**src/rtl/xfifo_port.sv**
```systemverilog
// Memory-mapped bridge between a controller data bus and a pair of streaming FIFOs.
// TX is filled by controller writes and drained by the stream; RX is the reverse.
module xfifo_port #(
    parameter int DATA_W = 32,
    parameter int DEPTH  = 8,
    parameter int CNT_W  = $clog2(DEPTH) + 1
) (
    input  logic              clk,
    input  logic              rst,
    input  logic              sel,
    input  logic              we,
    input  logic [1:0]        addr,
    input  logic [DATA_W-1:0] data_in,
    output logic [DATA_W-1:0] data_out,
    output logic [DATA_W-1:0] tx_data,
    output logic              tx_valid,
    input  logic              tx_ready,
    input  logic [DATA_W-1:0] rx_data,
    input  logic              rx_valid,
    output logic              rx_ready
);

    localparam int PTR_W = $clog2(DEPTH);

    logic [DATA_W-1:0] tx_mem_r [DEPTH];
    logic [DATA_W-1:0] rx_mem_r [DEPTH];
    logic [PTR_W-1:0]  tx_wr_ptr_r, tx_rd_ptr_r, rx_wr_ptr_r, rx_rd_ptr_r;
    logic [CNT_W-1:0]  tx_count_r, rx_count_r;
    logic              tx_overflow_r, rx_underflow_r;

    logic rd_s, wr_s;
    logic tx_full_s, tx_empty_s, rx_full_s, rx_empty_s;
    logic tx_push_s, tx_pop_s, tx_flush_s, tx_ovf_set_s;
    logic rx_push_s, rx_pop_s, rx_flush_s, rx_unf_set_s;
    logic [1:0]        err_clr_s;
    logic [7:0]        tx_cnt8_s, rx_cnt8_s;
    logic [DATA_W-1:0] rx_head_s;

    assign rd_s = sel & ~we;
    assign wr_s = sel & we;

    assign tx_full_s  = (tx_count_r == CNT_W'(DEPTH));
    assign tx_empty_s = (tx_count_r == {CNT_W{1'b0}});
    assign rx_full_s  = (rx_count_r == CNT_W'(DEPTH));
    assign rx_empty_s = (rx_count_r == {CNT_W{1'b0}});

    // Full/empty are judged on pre-edge counts, so a same-cycle pop never frees room for a push.
    assign tx_push_s    = wr_s & (addr == 2'd0) & ~tx_full_s;
    assign tx_ovf_set_s = wr_s & (addr == 2'd0) & tx_full_s;
    assign tx_pop_s     = tx_valid & tx_ready;
    assign tx_flush_s   = wr_s & (addr == 2'd1) & data_in[0];
    assign rx_push_s    = rx_valid & ~rx_full_s;
    assign rx_pop_s     = rd_s & (addr == 2'd0) & ~rx_empty_s;
    assign rx_unf_set_s = rd_s & (addr == 2'd0) & rx_empty_s;
    assign rx_flush_s   = wr_s & (addr == 2'd1) & data_in[1];
    assign err_clr_s    = (wr_s & (addr == 2'd3)) ? data_in[1:0] : 2'b00;

    assign tx_cnt8_s = 8'(tx_count_r);
    assign rx_cnt8_s = 8'(rx_count_r);

    assign tx_valid  = ~tx_empty_s;
    assign tx_data   = tx_empty_s ? {DATA_W{1'b0}} : tx_mem_r[tx_rd_ptr_r];
    assign rx_ready  = ~rx_full_s;
    assign rx_head_s = rx_empty_s ? {DATA_W{1'b0}} : rx_mem_r[rx_rd_ptr_r];

    // Controller read mux; anything not a read returns zero.
    always_comb begin
        data_out = {DATA_W{1'b0}};
        if (rd_s) begin
            case (addr)
                2'd0:    data_out = rx_head_s;
                2'd1:    data_out = DATA_W'({8'h00, rx_cnt8_s, tx_cnt8_s, 4'h0,
                                             rx_empty_s, rx_full_s, tx_empty_s, tx_full_s});
                2'd2:    data_out = rx_head_s;
                2'd3:    data_out = DATA_W'({rx_underflow_r, tx_overflow_r});
                default: data_out = {DATA_W{1'b0}};
            endcase
        end else begin
            data_out = {DATA_W{1'b0}};
        end
    end

    // FIFO storage; deliberately not reset, validity is carried by the counts.
    always_ff @(posedge clk) begin
        if (tx_push_s) tx_mem_r[tx_wr_ptr_r] <= data_in;
        if (rx_push_s) rx_mem_r[rx_wr_ptr_r] <= rx_data;
    end

    // TX pointers and occupancy.
    always_ff @(posedge clk) begin
        if (!rst || tx_flush_s) begin
            tx_wr_ptr_r <= {PTR_W{1'b0}};
            tx_rd_ptr_r <= {PTR_W{1'b0}};
            tx_count_r  <= {CNT_W{1'b0}};
        end else begin
            if (tx_push_s) tx_wr_ptr_r <= tx_wr_ptr_r + PTR_W'(1);
            if (tx_pop_s)  tx_rd_ptr_r <= tx_rd_ptr_r + PTR_W'(1);
            case ({tx_push_s, tx_pop_s})
                2'b10:   tx_count_r <= tx_count_r + CNT_W'(1);
                2'b01:   tx_count_r <= tx_count_r - CNT_W'(1);
                default: tx_count_r <= tx_count_r;
            endcase
        end
    end

    // RX pointers and occupancy.
    always_ff @(posedge clk) begin
        if (!rst || rx_flush_s) begin
            rx_wr_ptr_r <= {PTR_W{1'b0}};
            rx_rd_ptr_r <= {PTR_W{1'b0}};
            rx_count_r  <= {CNT_W{1'b0}};
        end else begin
            if (rx_push_s) rx_wr_ptr_r <= rx_wr_ptr_r + PTR_W'(1);
            if (rx_pop_s)  rx_rd_ptr_r <= rx_rd_ptr_r + PTR_W'(1);
            case ({rx_push_s, rx_pop_s})
                2'b10:   rx_count_r <= rx_count_r + CNT_W'(1);
                2'b01:   rx_count_r <= rx_count_r - CNT_W'(1);
                default: rx_count_r <= rx_count_r;
            endcase
        end
    end

    // Sticky error flags; a write-1-to-clear beats a same-cycle set.
    always_ff @(posedge clk) begin
        if (!rst) begin
            tx_overflow_r  <= 1'b0;
            rx_underflow_r <= 1'b0;
        end else begin
            tx_overflow_r  <= err_clr_s[0] ? 1'b0 : (tx_overflow_r | tx_ovf_set_s);
            rx_underflow_r <= err_clr_s[1] ? 1'b0 : (rx_underflow_r | rx_unf_set_s);
        end
    end

endmodule

```
**config.mk**
```make
export PLATFORM = sky130hd
export DESIGN_NAME = xfifo_port
export DESIGN_NICKNAME = d
export VERILOG_FILES = /design/src/rtl/xfifo_port.sv
export SDC_FILE = /design/constraint.sdc
export NUM_CORES = 1
export LEC_CHECK = 0
export CORE_MARGIN = 2
export CORE_UTILIZATION = 63
export CTS_BUF_LIST = sky130_fd_sc_hd__clkbuf_4 sky130_fd_sc_hd__clkbuf_8 sky130_fd_sc_hd__clkbuf_16
export DETAILED_ROUTE_END_ITERATION = 8
export HOLD_SLACK_MARGIN = 0.02
export MAX_ROUTING_LAYER = met4
export PLACE_DENSITY = 0.81
export SYNTH_ARGS = -nofsm -noshare
export SYNTH_HDL_FRONTEND = slang
export SYNTH_SLANG_ARGS = --single-unit
```
**constraint.sdc**
```tcl
create_clock -name clk -period 12.9 [get_ports clk]
set_clock_uncertainty 0.15 [all_clocks]
set_input_delay 2.58 -clock clk [delete_from_list [all_inputs] [get_ports clk]]
set_output_delay 2.58 -clock clk [all_outputs]
set_load 0.02 [all_outputs]
```
### After elaboration in Yosys (flattened, before gate mapping)

Memory sizes are Yosys's and may differ from the RTL's. A register that Yosys moved wholly into a read port is not among the register bits.
Index checks and enable logic that the tools add are counted.

| cells by class | value |
|---|---|
| mux-type cells | 15 |
| reductions and logical operators | 11 |
| $add $sub $neg | 8 |
| equal/unequal tests | 9 |
| bitwise operators | 22 |

Operators by type and width:

| cell | number |
|---|---|
| $mux 32 | 3 |
| $pmux 32 s3 | 1 |
| $pmux 4 s2 | 2 |
| $and 1x1->1 | 14 |
| $add 3x1->3 const B | 4 |
| $mux 3 | 4 |
| $add 4x1->4 const B | 2 |
| $eq 2x2->1 const B | 4 |
| $eq 4x4->1 const B | 2 |
| $logic_not 4->1 | 2 |
| $sub 4x1->4 const B | 2 |
| $eq 2x1->1 const B | 3 |
| $not 1->1 | 6 |
| $reduce_or 2->1 | 3 |
| $mux 1 | 4 |
| $reduce_bool 2->1 | 2 |
| $logic_not 2->1 | 1 |
| $logic_or 1x1->1 | 2 |
| $mux 2 | 1 |
| $or 1x1->1 | 2 |
| $logic_not 1->1 | 1 |

| storage, ports and cells | value |
|---|---|
| RAM bits | 512 |
| output and inout bits | 66 |
| logic and storage cells | 75 |
| input port bits | 72 |
| bits in registers | 22 |
| memories kept | 2 |

Memory list:

| name | words | bits a word | rd ports | clocked after Yosys merged registers in | write ports | RTL line | RTL |
|---|---|---|---|---|---|---|---|
| rx_mem_r | 8 | 32 | 1 | 1 | 1 | 26 | `logic [DATA_W-1:0] rx_mem_r [DEPTH];` |
| tx_mem_r | 8 | 32 | 1 | 1 | 1 | 25 | `logic [DATA_W-1:0] tx_mem_r [DEPTH];` |

### Logic depth before layout (Yosys ltp)

Gate-level depths: netlist of run 1.

| depth | value |
|---|---|
| word-level depth | 6 |
| depth in mapped cells | 12 |
| depth with buffers taken out | 10 |

### Worst setup path before layout of run 1

Ideal clock, no wire load.

| timing path | value |
|---|---|
| path type | in2reg |
| start | input addr[0] |
| end | memory tx_mem_r[0][0], enable pin |
| slack | 6145 ps |
| library setup time | 501 ps |
| stages on the path | 3 |
| buffers on the path | 0 |
| arrival | 6104 ps |
| data required time | 12249 ps |
| cell sequence | and4bb_2 > nand2_2 > nor4_1 |

| on the way | value |
|---|---|
| cells in the longest elaborated chain, start to end | 5 |

Ends and longest elaborated chain:

| what | RTL line | RTL |
|---|---|---|
| start: declaration | 12 | `input logic [1:0] addr,` |
| $logic_not 2->1 | 48 | `assign tx_push_s = wr_s & (addr == 2'd0) & ~tx_full_s;` |
| $and 1x1->1 (2 in series) | 48 |  |
| $mux 1 | 85 | `if (tx_push_s) tx_mem_r[tx_wr_ptr_r] <= data_in;` |
| $mux 1 (not written as such) | 85 |  |
| end: declaration | 25 |  |

Every way passes these cells.

### Worst setup path in the final report of run 1

| timing path | value |
|---|---|
| start | input addr[0] |
| end | output data_out[3] |

| on the way | value |
|---|---|
| cells in the longest elaborated chain, start to end | 4 |
| elaborated cells on any way between the ends | 7 |
| classes of those cells | eq/ne: 3; mux: 2; reduce/logical: 2 |

Ends and longest elaborated chain:

| what | RTL line | RTL |
|---|---|---|
| $eq 2x2->1 or $logic_not 2->1 (tied branches) | 70 | `case (addr)` |
| $reduce_or 2->1 (no source line) | -- |  |
| $pmux 32 s3 (*) | 70 |  |
| $mux 32 (*) | 69 | `if (rd_s) begin` |
| end: declaration | 14 | `output logic [DATA_W-1:0] data_out,` |

Every way passes the cells marked *; elsewhere a longest branch is shown, timed or not.

==> results of run 1 <==
## flip-flops by register name, summed over array words and instances (netlist names), 3 cells and up, named ones only
name         flops
rx_mem_r       256
tx_mem_r       256
rx_count_r       4
tx_count_r       4
rx_rd_ptr_r      3
rx_wr_ptr_r      3
tx_rd_ptr_r      3
tx_wr_ptr_r      3
## per-layer routing
layer | share of wire [%] | vias up
met5 | 0 | -
met3 | 7.8 | 73
met1 | 38 | 5375
met2 | 53 | 473
li1 | - | 4412
met4 | 2.0 | 0
## worst max-delay path: stages
cell and delay, ps:
clkdlybuf4s50_1 590, nor2b_1 330, nor2b_1 890, nand2_1 170, o21ai_0 150, clkdlybuf4s50_1 680
## cell families (layout without fill, tap and decap cells)
| family | after synthesis | after routing | synth area share (%) |
|---|---|---|---|
| adders and majority gates | 10 | 10 | 0.5970 |
| buffers and inverters | 55 | 265 | 1.373 |
| DFF | 540 | 540 | 76.04 |
| xor gates and xnor gates | 13 | 13 | 0.5433 |
| other | 0 | 4 | 0 |
| and+or+nand+nor | 143 | 143 | 3.475 |
| AOI/OAI and AO/OA | 38 | 38 | 1.302 |
| muxes | 188 | 188 | 16.67 |
## cell type report
cell class | count | area share, %
clock inverter | 33 | 0.7846
multi-input combinational | 392 | 19.70
timing repair buffer | 162 | 6.348
antenna | 4 | 0.04076
inverter | 5 | 0.07642
tap | 442 | 2.252
sequential | 540 | 64.93
clock buffer | 65 | 5.864
## stage by stage
stage               total power, mW  hold WS [ps]  utilization (%)  setup WS, ps
global route                  3.731         369.5            75.29          4639
global placement              2.222         323.8            70.26          4839
floorplan                     2.121         312.2                -          6145
finish                        3.630         353.1            75.29          4773
CTS                           3.651         354.8            75.26          4756
detailed placement            2.230         335.4            70.26          4772
## placed cells by master (no fill, tap or decap), types with 3 or more instances in the layout
master | netlist | routed
edfxtp_1 | 512 | 512
clkdlybuf4s50_1 | 0 | 137
mux4_2 | 125 | 125
nor2_1 | 76 | 67
mux2i_1 | 60 | 60
clkbuf_16 | 0 | 54
buf_4 | 5 | 25
dfxtp_1 | 28 | 22
clkinv_1 | 0 | 14
clkinv_2 | 0 | 12
nand3_1 | 11 | 11
nor2_4 | 1 | 10
o21ai_0 | 10 | 10
ha_1 | 10 | 10
clkbuf_4 | 0 | 10
nand2_1 | 9 | 9
xor2_1 | 9 | 9
a21oi_1 | 9 | 9
and3_1 | 8 | 8
a221o_1 | 8 | 8
nor3_2 | 0 | 6
nand2b_1 | 5 | 5
diode_2 | 0 | 4
or4b_1 | 4 | 4
nor2b_1 | 4 | 4
inv_1 | 4 | 4
or3_1 | 4 | 4
xnor2_1 | 4 | 4
a21o_1 | 4 | 4
dfxtp_2 | 0 | 4
mux4_1 | 3 | 3
inv_6 | 0 | 3
## Yosys cell counts, drive strengths merged
library cell / number
a221o: 8
o211a: 2
dfxtp: 28
nand3b: 2
or3b: 1
mux2i: 60
nor4: 3
or2: 2
nor3: 7
nor2: 77
xnor2: 4
nand2b: 5
nor4b: 2
a21oi: 9
and4: 1
and4bb: 1
edfxtp: 512
mux4: 128
o21ai: 10
a211o: 2
xor2: 9
a21o: 4
nand2: 10
inv: 5
nand3: 11
or3: 4
nor2b: 4
o22ai: 1
ha: 10
buf: 32
and2: 1
or4b: 4
and3: 8
clkbuf: 18
a221oi: 2
## worst paths after layout
path,from,to,slack [ps],depth (start not counted)
hold reg to reg,rx_wr_ptr_r[0],rx_wr_ptr_r[0],350,2
setup / recovery,addr[0],data_out[3],4770,6
hold / removal,rx_wr_ptr_r[0],rx_wr_ptr_r[0],350,2
setup reg to reg,tx_count_r[0],tx_count_r[2],9860,11
## power by group
group	internal (mW)	switching, mW	total (mW)
logic	0.111	0.126	0.237
clock network	0.813	0.623	1.44
registers	1.94	0.0166	1.96
total	2.86	0.766	3.63
==> summary.txt, run 1 <==
Outcome
  – Outcome: finished, final reports clean

Global routing
  – Grt met1 use: 33.68%
  – GRT met3 Usage: 5.285%
  – GRT Total Usage: about a quarter
  – Largest net degree at the start of global routing: between 60 and 70
  – Vias in the first global route: approximately 11000
  – Met2 Use GR: between 40% and 50%
  – First-pass GRT wire length: 66.24 mm
  – GRT busiest layer: met2
  – GR Overflow Total: 0
  – Initial antenna violation count: 4

Detailed routing
  – Routed WL per cell: around 27 um
  – First-pass detailed-route iteration total: 5
  – Vias per cell: approximately 6.3
  – Via Count: between 10000 and 15000
  – DRC: 0
  – WL final: ~44 mm
  – Antenna violation net count after detailed routing: 0
  – Initial DRC count: about 1100

Timing
  – Setup TNS Final: 0 ps
  – Worst Max-Slew Pin Slew: 1068 ps
  – RSZ-0062 raised after global routing: false
  – Final period utilization: a little over three fifths
  – Slew HR: 28.65%
  – Fmax: 123.1 MHz
  – Slew Viols, Final: 0
  – Fin. Hold Viols: 0
  – Setup violations, final: 0
  – Final min period: 8127 ps

Worst setup path
  – CP Capture Type: output pin
  – Critical path class: in2out
  – Critical path launch point type: input port
  – Worst EP required: 10170 ps
  – Worst EP arrival: 5400 ps
  – Max Fanout on Critical Path: 10

Place
  – Placed cell area: 0.02292 mm^2
  – # placed instances: 1541
  – IO buf count: 137
  – Gpl congestion: just under 0.8
  – Post-DP HPWL: around 23 mm

Floorplan
  – Die Ht: about 190 um
  – Initial Util: between 60% and 70%
  – Die Width: ~190 um
  – CORE AREA: 0.03262 mm^2
  – # rows: 66
  – Die area: about 0.035 mm^2
  – # IOs: between 100 and 150

CTS
  – Clk_lat worst skew: 570 ps
  – CTS tree: yes
  – CTS Buffer Depth: 3
  – Clock transition at the registers of the reported paths: 60 ps
  – Root Driver: clkbuf_16
  – Setup bufs post-CTS: 0
  – Total CTS buffers: 52
  – Post-CTS Resized: 0
  – CTS Hold Bufs: 0
  – Clock sink total: 540
  – H-tree Lvls: 2

Layout
  – Multi-input logic area: 0.004838 mm^2
  – Layout cells sized above 1: between 20% and 30%
  – FF/Latch Area: about 0.016 mm^2
  – Area grow syn2layout: 17.19%
  – Nets: 1235
  – Non-Filler Instances: between 1500 and 2000
  – Fill cells: 1724
  – Finished Cell Area: 0.02456 mm^2

Yosys
  – Mapped Nets: 1069
  – Synthesized cell area: ~0.021 mm^2
  – FF+latch count, synth: 540
  – Synth Area per Inst: 21.23 um^2
  – Syn. warnings: 0
  – Share of Yosys cell area claimed by the top area cell type: between 70% and 80%
  – Distinct cells, synth: 45
  – Synth area leaders: edfxtp_1 (73%), mux4_2 (13%), mux2i_1 (2.9%)
  – Area leader, netlist: edfxtp_1
  – Gate Count Post-Synth: between 900 and 1000
  – Post-synthesis sequential area ratio: between 70% and 80%

Power
  – Leak pwr: around 7.6 nW
  – PwrDens: approximately 150 mW/mm^2
  – Peak supply drop: ~0.11 mV

Min path
  – Class of the worst hold path: reg2reg

Job
  – Max Cap Viol: 0
Power figures use the tool's default switching activity.
==> run 2: changes to the inputs <==
--- a/config.mk
+++ b/config.mk
@@ -6,12 +6,12 @@
 export NUM_CORES = 1
 export LEC_CHECK = 0
 export CORE_MARGIN = 2
-export CORE_UTILIZATION = 63
+export CORE_UTILIZATION = 59
 export CTS_BUF_LIST = sky130_fd_sc_hd__clkbuf_4 sky130_fd_sc_hd__clkbuf_8 sky130_fd_sc_hd__clkbuf_16
 export DETAILED_ROUTE_END_ITERATION = 8
 export HOLD_SLACK_MARGIN = 0.02
 export MAX_ROUTING_LAYER = met4
-export PLACE_DENSITY = 0.81
+export PLACE_DENSITY = 0.77
 export SYNTH_ARGS = -nofsm -noshare
 export SYNTH_HDL_FRONTEND = slang
 export SYNTH_SLANG_ARGS = --single-unit
==> constraint.sdc (replaced) <==
create_clock -name clk -period 7.7 [get_ports clk]
set_clock_uncertainty 0.15 [all_clocks]
set_input_delay 1.54 -clock clk [delete_from_list [all_inputs] [get_ports clk]]
set_output_delay 1.54 -clock clk [all_outputs]
set_load 0.02 [all_outputs]
==> summary.txt, run 2 (same netlist as run 1, synthesis figures left out) <==
Layout
  – Finished Cell Area: 0.02451 mm^2
  – Area grow syn2layout: 16.97%
  – Largest registers: rx_mem_r: 256 flops, tx_mem_r: 256 flops
  – Layout cells sized above 1: a little over a fifth
  – Commonest non-fill, non-tap cells in the layout: edfxtp_1 (512), clkdlybuf4s50_1 (137), mux4_2 (125)
  – Commonest non-fill, non-tap cell in the layout: edfxtp_1
  – Fill cells: between 2000 and 2500
  – Nets: between 1000 and 1500

Place
  – Placed cell area: 0.02294 mm^2
  – IO buf count: ~140
  – Post-DP HPWL: 23.22 mm
  – Gpl congestion: between 0.8 and 0.9

Timing
  – Worst Max-Slew Pin Slew: about 1200 ps
  – Slew Viols, Final: 0
  – Final period utilization: 80.26%
  – Slew HR: between 10% and 20%
  – Setup TNS Final: 0 ps
  – Fmax: about 160 MHz
  – RSZ-0062 raised after global routing: false
  – Final min period: about 6200 ps
  – Fin. Hold Viols: 0
  – Setup violations, final: 0

Floorplan
  – Die Ht: 192.5 um
  – # IOs: between 100 and 150
  – # rows: 69
  – CORE AREA: between 0.03 and 0.04 mm^2
  – Die Width: approximately 190 um
  – Die area: approximately 0.037 mm^2
  – Initial Util: roughly 59%

Power
  – PwrDens: about 240 mW/mm^2
  – Peak supply drop: 0.2197 mV
  – Leak pwr: around 7.6 nW

Detailed routing
  – DRC: 0
  – Initial DRC count: 745
  – Vias per cell: around 6.1
  – First-pass detailed-route iteration total: 5
  – Antenna violation net count after detailed routing: 0
  – WL final: 41.12 mm
  – Via Count: just over 10000
  – Routed WL per cell: 24.82 um

CTS
  – H-tree Lvls: 2
  – Clock sink total: 540
  – Clock transition at the registers of the reported paths: 60 ps
  – CTS Buffer Depth: 3
  – CTS Hold Bufs: 0
  – CTS tree: yes
  – Clk_lat worst skew: just under 600 ps
  – Total CTS buffers: between 50 and 60
  – Setup bufs post-CTS: 0
  – Root Driver: clkbuf_16
  – Post-CTS Resized: 0

Worst setup path
  – Worst-path cell chain: clkdlybuf4s50_1 -> nor2b_1 -> nor2b_1 -> nand2_1 -> o21ai_0 -> clkdlybuf4s50_1
  – Critical path class: in2out
  – Worst R2R Setup Slack: between 4000 and 5000 ps
  – CP Capture Type: output pin
  – Worst reg2reg path startpoint: tx_count_r[3]
  – RR Endpoint: tx_count_r[2]
  – Critical path launch point type: input port
  – Crit-path slowest cell: nor2b_1
  – CP bufs+invs: 2
  – R2R depth: 11
  – Worst EP arrival: approximately 4500 ps
  – Worst EP required: approximately 6000 ps
  – Max Fanout on Critical Path: 10
  – Max incr delay on CP: a little under 1000 ps
  – Critical path's top delay family: simple AND/OR/NAND/NOR gates

Global routing
  – First-pass GRT wire length: a little over 60 mm
  – Largest net degree at the start of global routing: between 60 and 70
  – Initial antenna violation count: 2
  – Vias in the first global route: between 10000 and 15000
  – GRT Total Usage: a little under a quarter
  – GR Overflow Total: 0

Min path
  – Class of the worst hold path: reg2reg
  – Worst Hold End: rx_wr_ptr_r[0]
  – Launch point of the worst hold path: rx_wr_ptr_r[0]
  – Worst hold stages: 2

Job
  – Max Cap Viol: 0

Outcome
  – Outcome: finished, final reports clean
## run 2: cell types whose count changed in the layout (fill, tap and decap cells not counted)
cell	delta
clkbuf_16	-3
clkbuf_4	+3
clkinv_2	-2
clkinv_8	+2
diode_2	-2
inv_6	-2
clkbuf_8	-1
clkinv_1	+1
clkinv_4	-1
clkinvlp_4	+1
inv_4	-1
## run 2: worst max path at each step
stage                     startpoint        endpoint  slack (ps)  cells after the start
final                        addr[1]     data_out[3]        1520                      6
after global routing         addr[1]     data_out[3]        1280                      6
after CTS                    addr[1]     data_out[3]        1600                      6
after detailed placement     addr[1]     data_out[3]        1620                      6
after global placement       addr[1]     data_out[2]        1720                      6
after floorplan              addr[0]  tx_mem_r[0][0]        1980                      3
## run 2: report_power, final
| group | switching, mW | internal [mW] |
|---|---|---|
| Sequential | 0.0349 | 3.25 |
| Clock | 1.02 | 1.30 |
| Combinational | 0.198 | 0.185 |
| Total | 1.26 | 4.74 |
## run 2: area by class of cell
class	count	area, um^2	share of cell area, %
sequential	540	15950	65.06
multi-input combinational	392	4838	19.74
timing repair buffer	162	1559	6.360
clock buffer	64	1374	5.604
tap	461	576.8	2.353
clock inverter	31	193.9	0.7911
inverter	5	18.77	0.07656
antenna	2	5.005	0.02042
## run 2: worst register-to-register path: cells and delay by family (launching register included)
family | cells | cell delay, ps
xor+xnor | 2 | 250
simple gates | 3 | 850
fa+ha+maj | 2 | 460
compound gates | 2 | 270
flops | 1 | 390
buf+inv | 2 | 600
## run 2: routing by layer
| layer | wire (um) | track usage [%] | up-vias |
|---|---|---|---|
| met2 | 20760 | 38.81 | 377 |
| met4 | 1160 | 8.368 | 0 |
| met3 | 2883 | 4.637 | 75 |
| li1 | - | - | 4411 |
| met1 | 16320 | 29.73 | 5250 |
| met5 | 0 | - | - |
## run 2: per-stage QoR
stage | utilization, % | instances | hold slack (ps) | total power [mW] | setup slack [ps]
4_1_cts | 69.41 | 1655 | 342.5 | 6.054 | 1596
2_1_floorplan | - | 987 | 312.2 | 3.553 | 1985
3_3_place_gp | 64.97 | 1560 | 322.6 | 3.724 | 1723
6_report | 69.42 | 1657 | 346.3 | 5.994 | 1520
3_5_place_dp | 64.97 | 1560 | 333.8 | 3.735 | 1620
5_1_grt | 69.42 | 1657 | 361.6 | 6.180 | 1284
==> run 3: changes to the inputs <==
==> constraint.sdc (replaced) <==
create_clock -name clk -period 5.9 [get_ports clk]
set_clock_uncertainty 0.15 [all_clocks]
set_input_delay 1.18 -clock clk [delete_from_list [all_inputs] [get_ports clk]]
set_output_delay 1.18 -clock clk [all_outputs]
set_load 0.02 [all_outputs]
==> summary.txt, run 3 (same netlist as run 1, synthesis figures left out) <==
Layout
  – Finished Cell Area: about 0.024 mm^2
  – Area grow syn2layout: 16.81%
  – Layout cells sized above 1: between 20% and 30%
  – Largest registers: rx_mem_r: 256 flops, tx_mem_r: 256 flops
  – Commonest non-fill, non-tap cells in the layout: edfxtp_1 (512), clkdlybuf4s50_1 (137), mux4_2 (125)
  – Nets: ~1200
  – Commonest non-fill, non-tap cell in the layout: edfxtp_1

CTS
  – CTS Hold Bufs: 0
  – Clk_lat worst skew: approximately 570 ps
  – H-tree Lvls: 2
  – Clock sink total: 540
  – Root Driver: clkbuf_16
  – Post-CTS Resized: 0
  – Clock transition at the registers of the reported paths: about 60 ps
  – CTS Buffer Depth: 3
  – Total CTS buffers: 50
  – CTS tree: yes
  – Setup bufs post-CTS: 0

Worst setup path
  – R2R depth: 11
  – Critical path launch point type: input port
  – Worst EP arrival: 3980 ps
  – Critical path class: in2out
  – Worst EP required: 4570 ps
  – CP Capture Type: output pin
  – Max Fanout on Critical Path: 24

Floorplan
  – # rows: 69
  – # IOs: between 100 and 150
  – CORE AREA: ~0.035 mm^2
  – Die area: 0.03704 mm^2
  – Initial Util: between 50 and 60%
  – Die Width: about 190 um
  – Die Ht: roughly 190 um

Power
  – PwrDens: roughly 320 mW/mm^2
  – Leak pwr: around 7.6 nW
  – Peak supply drop: around 0.32 mV

Timing
  – Slew HR: between 30 and 40%
  – Fin. Hold Viols: 0
  – Setup TNS Final: 0 ps
  – RSZ-0062 raised after global routing: false
  – Final min period: ~5300 ps
  – Final period utilization: between 90% and 100%
  – Setup violations, final: 0
  – Fmax: 188.3 MHz
  – Worst Max-Slew Pin Slew: a little over 900 ps
  – Slew Viols, Final: 0

Global routing
  – Largest net degree at the start of global routing: between 40 and 50
  – GRT Total Usage: a little under a quarter
  – First-pass GRT wire length: roughly 62 mm
  – Vias in the first global route: 10280
  – Initial antenna violation count: 3
  – GR Overflow Total: 0

Detailed routing
  – Routed WL per cell: between 20 and 25 um
  – First-pass detailed-route iteration total: 5
  – Vias per cell: roughly 6.1
  – DRC: 0
  – Antenna violation net count after detailed routing: 0
  – WL final: between 40 and 50 mm
  – Via Count: between 10000 and 15000
  – Initial DRC count: roughly 960

Min path
  – Class of the worst hold path: reg2reg
  – Worst hold stages: 2

Job
  – Max Cap Viol: 0

Place
  – Placed cell area: about 0.023 mm^2
  – IO buf count: 137
  – Post-DP HPWL: around 24 mm
  – Gpl congestion: between 0.7 and 0.8

Outcome
  – Outcome: finished, final reports clean
[run 3: where the power goes]
group	internal, mW	switching, mW
clock network	1.65	1.30
registers	4.24	0.0494
logic	0.243	0.259
[run 3: metrics by stage]
stage	hold WS [ps]	utilization (%)	setup slack [ps]	power, mW	std cells
finish	353.2	69.33	588.2	7.739	1654
global route	377.2	69.33	515.6	7.966	1654
CTS	345.7	69.31	600.6	7.804	1652
detailed placement	336.4	65.10	594.4	4.877	1566
global placement	322.5	65.10	704.8	4.865	1566
floorplan	312.2	-	544.6	4.637	987
[run 3: final cells by class]
type                    count  area [um^2]
clock buffers              59         1336
multi-input cells         392         4838
inverters                   5        18.77
fillers                  2134        10830
clock inverters            27        152.6
diodes                      2        5.005
flip-flops and latches    540        15950
repair buffers            168         1604
well taps                 461        576.8
[run 3: path summary, 6_finish.rpt]
check / end / slack (ps) / startpoint
setup / recovery: data_out[18] / 590 / addr[0]
hold / removal: flip-flop / 350 / rx_rd_ptr_r[1]
setup reg to reg: tx_count_r[2] / 2780 / tx_count_r[3]
hold reg to reg: flip-flop / 350 / rx_rd_ptr_r[1]
[run 3: metal layers]
layer,track usage [%],up-vias,wire length [um]
li1,-,4410,-
met1,30.54,5217,16470
met2,38.71,353,21100
met3,4.601,57,2739
met4,7.164,0,810
met5,-,-,0
[run 3: critical path, cell delays in order]
cell and delay, ps:
clkdlybuf4s50_1 520, or3b_1 540, or2_2 610, nor2_4 300, a221o_1 210, clkdlybuf4s50_1 610
